## config.mk

```make
export PLATFORM = sky130hd
export DESIGN_NAME = jtag_ir
export DESIGN_NICKNAME = d
export VERILOG_FILES = /design/src/rtl/jtag_ir.sv
export SDC_FILE = /design/constraint.sdc
export NUM_CORES = 1
export LEC_CHECK = 0
export ABC_AREA = 1
export CAP_MARGIN = 5
export CORE_UTILIZATION = 32
export CTS_CLUSTER_DIAMETER = 60
export DETAILED_ROUTE_END_ITERATION = 6
export HOLD_SLACK_MARGIN = 0.02
export PLACE_DENSITY_LB_ADDON = 0.12
export SYNTH_ARGS = -nofsm -noshare
export SYNTH_HDL_FRONTEND = slang
export SYNTH_SLANG_ARGS = --single-unit
```

## constraint.sdc

```tcl
create_clock -name TCK -period 1.4 [get_ports TCK]
set_clock_uncertainty 0.2 [all_clocks]
set_input_delay 0.14 -clock TCK [delete_from_list [all_inputs] [get_ports TCK]]
set_output_delay 0.14 -clock TCK [all_outputs]
set_load 0.05 [all_outputs]
```

## src/rtl/jtag_ir.sv

```systemverilog
// ----------------------------------------------------------------------------
// jtag_ir : JTAG TAP instruction register with capture/shift/update and decode.
// Optional: define IR_CAPTURE_STATUS_EN to capture ir_status into the upper bits.
// Revision: 1.0
// ----------------------------------------------------------------------------
`default_nettype none

module jtag_ir #(
  parameter int unsigned           IR_WIDTH  = 5,
  parameter logic [IR_WIDTH-1:0]   IDCODE_OP = IR_WIDTH'(1),
  parameter logic [IR_WIDTH-1:0]   SAMPLE_OP = IR_WIDTH'(2),
  parameter logic [IR_WIDTH-1:0]   EXTEST_OP = IR_WIDTH'(0)
) (
  input  logic                TCK,
  input  logic                TRST,
  input  logic                TDI,
  input  logic                ir_capture,
  input  logic                ir_shift,
  input  logic                ir_update,
  input  logic                tap_reset,
  input  logic [IR_WIDTH-3:0] ir_status,
  output logic [IR_WIDTH-1:0] instr,
  output logic                sel_bypass,
  output logic                sel_idcode,
  output logic                sel_sample,
  output logic                sel_extest,
  output logic                ir_tdo,
  output logic                ir_tdo_oe
);

  // The two LSBs of a captured IR are fixed at 2'b01 by IEEE 1149.1.
  localparam logic [IR_WIDTH-1:0] c_SR_RESET = IR_WIDTH'(1);

  logic [IR_WIDTH-1:0] sr_q, sr_d;
  logic [IR_WIDTH-1:0] instr_q, instr_d;
  logic                tdo_q, tdo_d;
  logic                tdo_oe_q, tdo_oe_d;
  logic [IR_WIDTH-1:0] w_capture_val;

`ifdef IR_CAPTURE_STATUS_EN
  assign w_capture_val = {ir_status, 2'b01};
`else
  logic unused_status;
  assign unused_status = ^ir_status;
  assign w_capture_val = c_SR_RESET;
`endif

  always_comb begin
    sr_d = sr_q;
    if (ir_capture) begin
      sr_d = w_capture_val;
    end else if (ir_shift) begin
      sr_d = {TDI, sr_q[IR_WIDTH-1:1]};
    end
  end

  always_comb begin
    instr_d = instr_q;
    if (tap_reset) begin
      instr_d = IDCODE_OP;
    end else if (ir_update) begin
      instr_d = sr_q;
    end
  end

  always_ff @(posedge TCK or negedge TRST) begin
    if (!TRST) begin
      sr_q    <= c_SR_RESET;
      instr_q <= IDCODE_OP;
    end else begin
      sr_q    <= sr_d;
      instr_q <= instr_d;
    end
  end

  // TDO launches on the falling edge so the TAP partner can sample on rising TCK.
  always_comb begin
    tdo_d    = tdo_q;
    tdo_oe_d = ir_shift;
    if (ir_shift) begin
      tdo_d = sr_q[0];
    end
  end

  always_ff @(negedge TCK or negedge TRST) begin
    if (!TRST) begin
      tdo_q    <= 1'b0;
      tdo_oe_q <= 1'b0;
    end else begin
      tdo_q    <= tdo_d;
      tdo_oe_q <= tdo_oe_d;
    end
  end

  // Priority chain keeps the selects one-hot even if opcodes were configured to collide.
  always_comb begin
    sel_bypass = 1'b0;
    sel_idcode = 1'b0;
    sel_sample = 1'b0;
    sel_extest = 1'b0;
    if (instr_q == IDCODE_OP) begin
      sel_idcode = 1'b1;
    end else if (instr_q == SAMPLE_OP) begin
      sel_sample = 1'b1;
    end else if (instr_q == EXTEST_OP) begin
      sel_extest = 1'b1;
    end else begin
      sel_bypass = 1'b1;
    end
  end

  assign instr     = instr_q;
  assign ir_tdo    = tdo_q;
  assign ir_tdo_oe = tdo_oe_q;

endmodule

`default_nettype wire

```

==> results of run 1 <==
-- per-stage QoR --
| step | power, W | area [um^2] |
|---|---|---|
| global placement | 0.000638 | 888 |
| finish | 0.000870 | 958 |
| global route | 0.000913 | 958 |
| CTS | 0.000883 | 956 |
| detailed placement | 0.000641 | 888 |
| floorplan | 0.000497 | 539 |
-- cells in the mapped netlist --
cell type / number
dfrtn_1: 2
buf_6: 1
o211ai_1: 1
a21oi_1: 3
nor2_1: 4
or2_4: 1
nand2_1: 3
inv_1: 10
dfrtp_1: 8
nand3_1: 8
dfstp_2: 2
or2_1: 1
o21ai_0: 7
o21ai_2: 4
-- repair_timing --
action                     4_1_cts  5_1_grt
setup endpoints to repair        7        9
hold buffers                     0        0
hold endpoints to repair         0        0
gates resized for setup          9        1
pin swaps                        4        2
-- flip-flops by register name, indices dropped and copies added (netlist names) --
name / cells
instr: 5
sr_q: 5
ir_tdo_oe: 1
ir_tdo: 1
-- worst max-delay path by stage --
stage	startpoint	endpoint	slack, ps	cells after the start
after detailed placement	ir_shift	ir_tdo	-400	2
after global routing	ir_tdo	ir_tdo	-540	1
final	ir_tdo	ir_tdo	-510	1
after floorplan	instr[0]	sel_bypass	-510	2
after CTS	ir_tdo	ir_tdo	-530	1
after global placement	ir_shift	ir_tdo	-380	2
-- logic make-up (layout without fill, tap and decap cells) --
kind of cell           Yosys count  in the layout  share of synthesized area (%)
AND/OR/NAND/NOR                 17             17                           15.5
buffers and inverters           11             39                           9.29
AO/OA/AOI/OAI                   15             15                           17.6
flip-flops                      12             12                           57.6
-- layer usage --
metal / vias up / track usage, % / wire [um]
met3: 2 / 3.88 / 38
met4: 0 / 9.38 / 18
met2: 13 / 26.5 / 581
li1: 237 / - / -
met1: 215 / 14.5 / 396
met5: - / 0 / 0
-- worst reg2reg max path, stage by stage (launching register included) --
cell,delay [ps]
dfstp_2,370
nand2_1,40
o21ai_1,50
-- layout make-up --
cell class                      instances  area, um^2  area share (%)
Timing Repair Buffer                   25         347            36.2
Sequential cell                        12         307            32.0
Multi-Input combinational cell         32         221            23.1
Inverter                               10        37.5            3.92
Clock buffer                            4        26.3            2.74
Tap cell                               16        20.0            2.09
-- where the power goes --
part / total, W / internal, W / switching [W]
clock network: 0.000221 / 0.000110 / 0.000111
registers: 0.000379 / 0.000366 / 0.0000128
logic: 0.000270 / 0.000129 / 0.000141
total: 0.000870 / 0.000606 / 0.000264
==> results.cfg, run 1 <==
[worst_setup_path]
worstPathMaxFanout = 2
crit_path_max_incr_delay_ps = 450
cp.required_ps = 1060
crit_slowest_cell = dfrtn_1
path_delay_family = flip-flops
cp.arrival_ps = 1570
crit_type = reg2out
r2r-start = sr_q[0]
crit_path_start_kind = flip-flop
r2r_slack_ps = -110
crit_chain = buf_12
critPathBufInv = 1
r2r_end = ir_tdo
r2r_cells = 2
cp-end-kind = primary output

[run_status]
violations = negative setup slack
status = finished, violations left

[floorplan]
initial_utilization_pct = 34.5
dieHeight_um = 42.5
fp.coreArea_um2 = 1520
row_count = 14
io_pins = 21
die_w_um = 42.5
die-area_um2 = 1810

[yosys]
netlist_area_um2 = 526
ys_types = 14
synth_top_area_share_pct = 38.1
netlist_top_cells_area = dfrtp_1 38%, dfstp_2 10%, dfrtn_1 9.5%
syn_nets = 65
ys_ff_latch = 12
yosysSeqAreaShare_pct = 57.6
yosys.area.top_type = dfrtp_1
synthCells = 55
synth_warnings = 0
syn_area_per_cell_um2 = 9.55

[route]
routedWlPerCell_um = 10.4
first_iter_violations = 2
first_pass_iters = 2
wl_um = 1030
num_vias = 467
drcViolationCount = 0
ant_nets = 0
via_per_inst = 4.72

[global_route]
grt_max_degree = 11
grt_overflow = 0
first_global_vias = 453
grt_pass1_wl_um = 1870
antenna_found_initial = 0
grt_usage_pct = 14.7

[clock_network]
cts_num_sinks = 12
cts_buffers = 3
post_cts.repair.setup_buffers = 0
htree_levels = 1
cts_max_path_buffers = 2
clock_tree.root_cell = clkbuf_4
clock_latency_ps = 270
path_clk_slew_ps = 70
cts_tree = built

[cells_and_area]
fillers = 136
layout.cells.non_filler = 99
antenna_cells_inserted = 0
final_nets = 94
mostFrequentLayoutCells = 11 x buf_12, 9 x inv_1, 7 x buf_4
syn_to_final_growth_pct = 82.4
drive_gt1_share_pct = 47.0
final_common_cell = buf_12
utilization_pct = 62.9

[sta]
rsz0062_at_grt = yes
hold_viol = 0
tightestPinTransition_ps = 317
slew_headroom_pct = 78.7
hold_ws_ps = 40.0
finalSetupTns_ps = -1860
layout_setup_ws_ps = -514
setup_viol = 7
slew_viol_final = 0

[placed_design]
numPortBuffers = 17
place_ws_ps = -400
placed_cells = 95
place.gp.congestion = 0.678
place_hpwl_um = 827

[power]
vdd_drop_max_mv = 0.485
p_leak_nw = 0.432
p_per_area_nw_per_um2 = 908

[run]
cap_viol_max_count = 0

[worst_hold_path]
hp-class = in2async
Power figures use the tool's default switching activity.
==> inputs of run 2 (changes only) <==
--- a/config.mk
+++ b/config.mk
@@ -7,9 +7,10 @@
 export LEC_CHECK = 0
 export ABC_AREA = 1
 export CAP_MARGIN = 5
-export CORE_UTILIZATION = 32
+export CORE_AREA = 2 2 39 41
 export CTS_CLUSTER_DIAMETER = 60
 export DETAILED_ROUTE_END_ITERATION = 6
+export DIE_AREA = 0 0 41 43
 export HOLD_SLACK_MARGIN = 0.02
 export PLACE_DENSITY_LB_ADDON = 0.12
 export SYNTH_ARGS = -nofsm -noshare
==> constraint.sdc (replaced) <==
create_clock -name TCK -period 1.4 [get_ports TCK]
set_clock_uncertainty 0.2 [all_clocks]
set_input_delay 0.14 -clock TCK [delete_from_list [all_inputs] [get_ports TCK]]
set_output_delay 0.14 -clock TCK [all_outputs]
set_load 0.01 [all_outputs]
==> run 2 against run 1 <==
Compared with the run above: the run still ends with negative setup slack left; register-to-register slack barely moved; clock power rose by 20%; routed wire length fell by 6.0%; hold slack improved by 63 ps; critical endpoint unchanged; largest cell class is now sequential cells.
==> results.cfg, run 2 (synthesized netlist as in run 1, its figures left out) <==
[cells_and_area]
antenna_cells_inserted = 0
layout.cells.non_filler = 103
drive_gt1_share_pct = 41.4
fillers = 140
final_nets = 98
utilization_pct = 58.7
mostFrequentLayoutCells = 12 x buf_4, 9 x inv_1, 8 x dfrtp_1
syn_to_final_growth_pct = 54.5
final_common_cell = buf_4
multi_input_area_um2 = 191
stdcell_area_um2 = 812
seqCellArea_um2 = 303

[power]
p_leak_nw = 0.411
finalPower_w = 0.000771
vdd_drop_max_mv = 0.564
p_per_area_nw_per_um2 = 949

[sta]
setup_viol = 7
hold_ws_ps = 103
rsz0062_at_grt = yes
tightestPinTransition_ps = 196
hold_viol = 0
slew_viol_final = 0
layout_setup_ws_ps = -440
slew_headroom_pct = 86.9

[worst_setup_path]
crit_type = reg2out
crit_cells = 1
r2r_cells = 2
crit_path_start_kind = flip-flop
crit_path_max_incr_delay_ps = 400
r2r_slack_ps = -110
crit_slowest_cell = dfrtn_1
crit_chain = buf_2
cp-end-kind = primary output
critPathBufInv = 1
path_delay_family = flip-flops
cp.required_ps = 1060
cp.arrival_ps = 1500
worstPathMaxFanout = 2

[run]
cap_viol_max_count = 0

[clock_network]
cts_max_path_buffers = 2
cts_tree = built
cts_num_sinks = 12
cts_buffers = 3
path_clk_slew_ps = 70
cts_hold_buffers = 0
htree_levels = 1
clock_latency_ps = 270
post_cts.repair.setup_buffers = 0
clock_tree.root_cell = clkbuf_4

[global_route]
first_global_vias = 430
grt_usage_pct = 14.2
antenna_found_initial = 0
grt_overflow = 0
grt_max_degree = 11
grt_pass1_wl_um = 1680

[route]
wl_um = 972
first_pass_iters = 4
num_vias = 460
drcViolationCount = 0
ant_nets = 0
first_iter_violations = 1
via_per_inst = 4.47
routedWlPerCell_um = 9.44

[floorplan]
die_w_um = 41
row_count = 14
fp.coreArea_um2 = 1380
io_pins = 21
dieHeight_um = 43
initial_utilization_pct = 38.0
die-area_um2 = 1760

[run_status]
status = finished, violations left
violations = negative setup slack

[placed_design]
placed_cells = 99
postPlaceCellArea_um2 = 795
place_hpwl_um = 787
place.gp.congestion = 0.671
numPortBuffers = 17

[worst_hold_path]
hp-class = in2async
run 2: cell types whose count changed in the layout (fill, tap and decap cells not counted), sizes merged:
cell / change
clkdlybuf4s15: +2
clkbuf: +2
run 2: final timing paths:
check,startpoint,to
worst max-delay path,ir_tdo,ir_tdo
worst min-delay path,TRST,instr[1]
worst max register to register,sr_q[0],ir_tdo
worst min register to register,ir_tdo,ir_tdo
max in group asynchronous,TRST,ir_tdo
min in group TCK,ir_shift,sr_q[0]
run 2: timing repair:
item                                    CTS  global route
endpoints found under the setup margin   12            12
gates resized for setup                  37             8
pin swaps                                 1             1
run 2: report_power, final:
part,internal [W],total [W],switching (W)
Sequential,0.000366,0.000375,0.00000940
Clock,0.000158,0.000266,0.000108
Combinational,0.0000669,0.000130,0.0000631
run 2: area by class of cell:
type                            instances  share of cell area [%]
Sequential cell                        12                    37.3
Timing Repair Buffer                   29                    27.6
Inverter                               10                    4.62
Clock buffer                            4                    4.47
Tap cell                               16                    2.47
Multi-Input combinational cell         32                    23.6
run 2: routing by layer:
metal | up-vias | global-route usage (%) | routed length [um]
li1 | 244 | - | -
met1 | 205 | 18.2 | 412
met2 | 11 | 21.3 | 505
met3 | 0 | 3.14 | 54
met4 | 0 | 8.00 | 0
met5 | - | 0 | 0
run 2: per-stage QoR:
stage,setup TNS [ps],worst slack (ps)
floorplan,-213,-94.6
global placement,-2720,-552
detailed placement,-2880,-558
CTS,-1330,-453
global route,-1670,-476
finish,-1200,-440
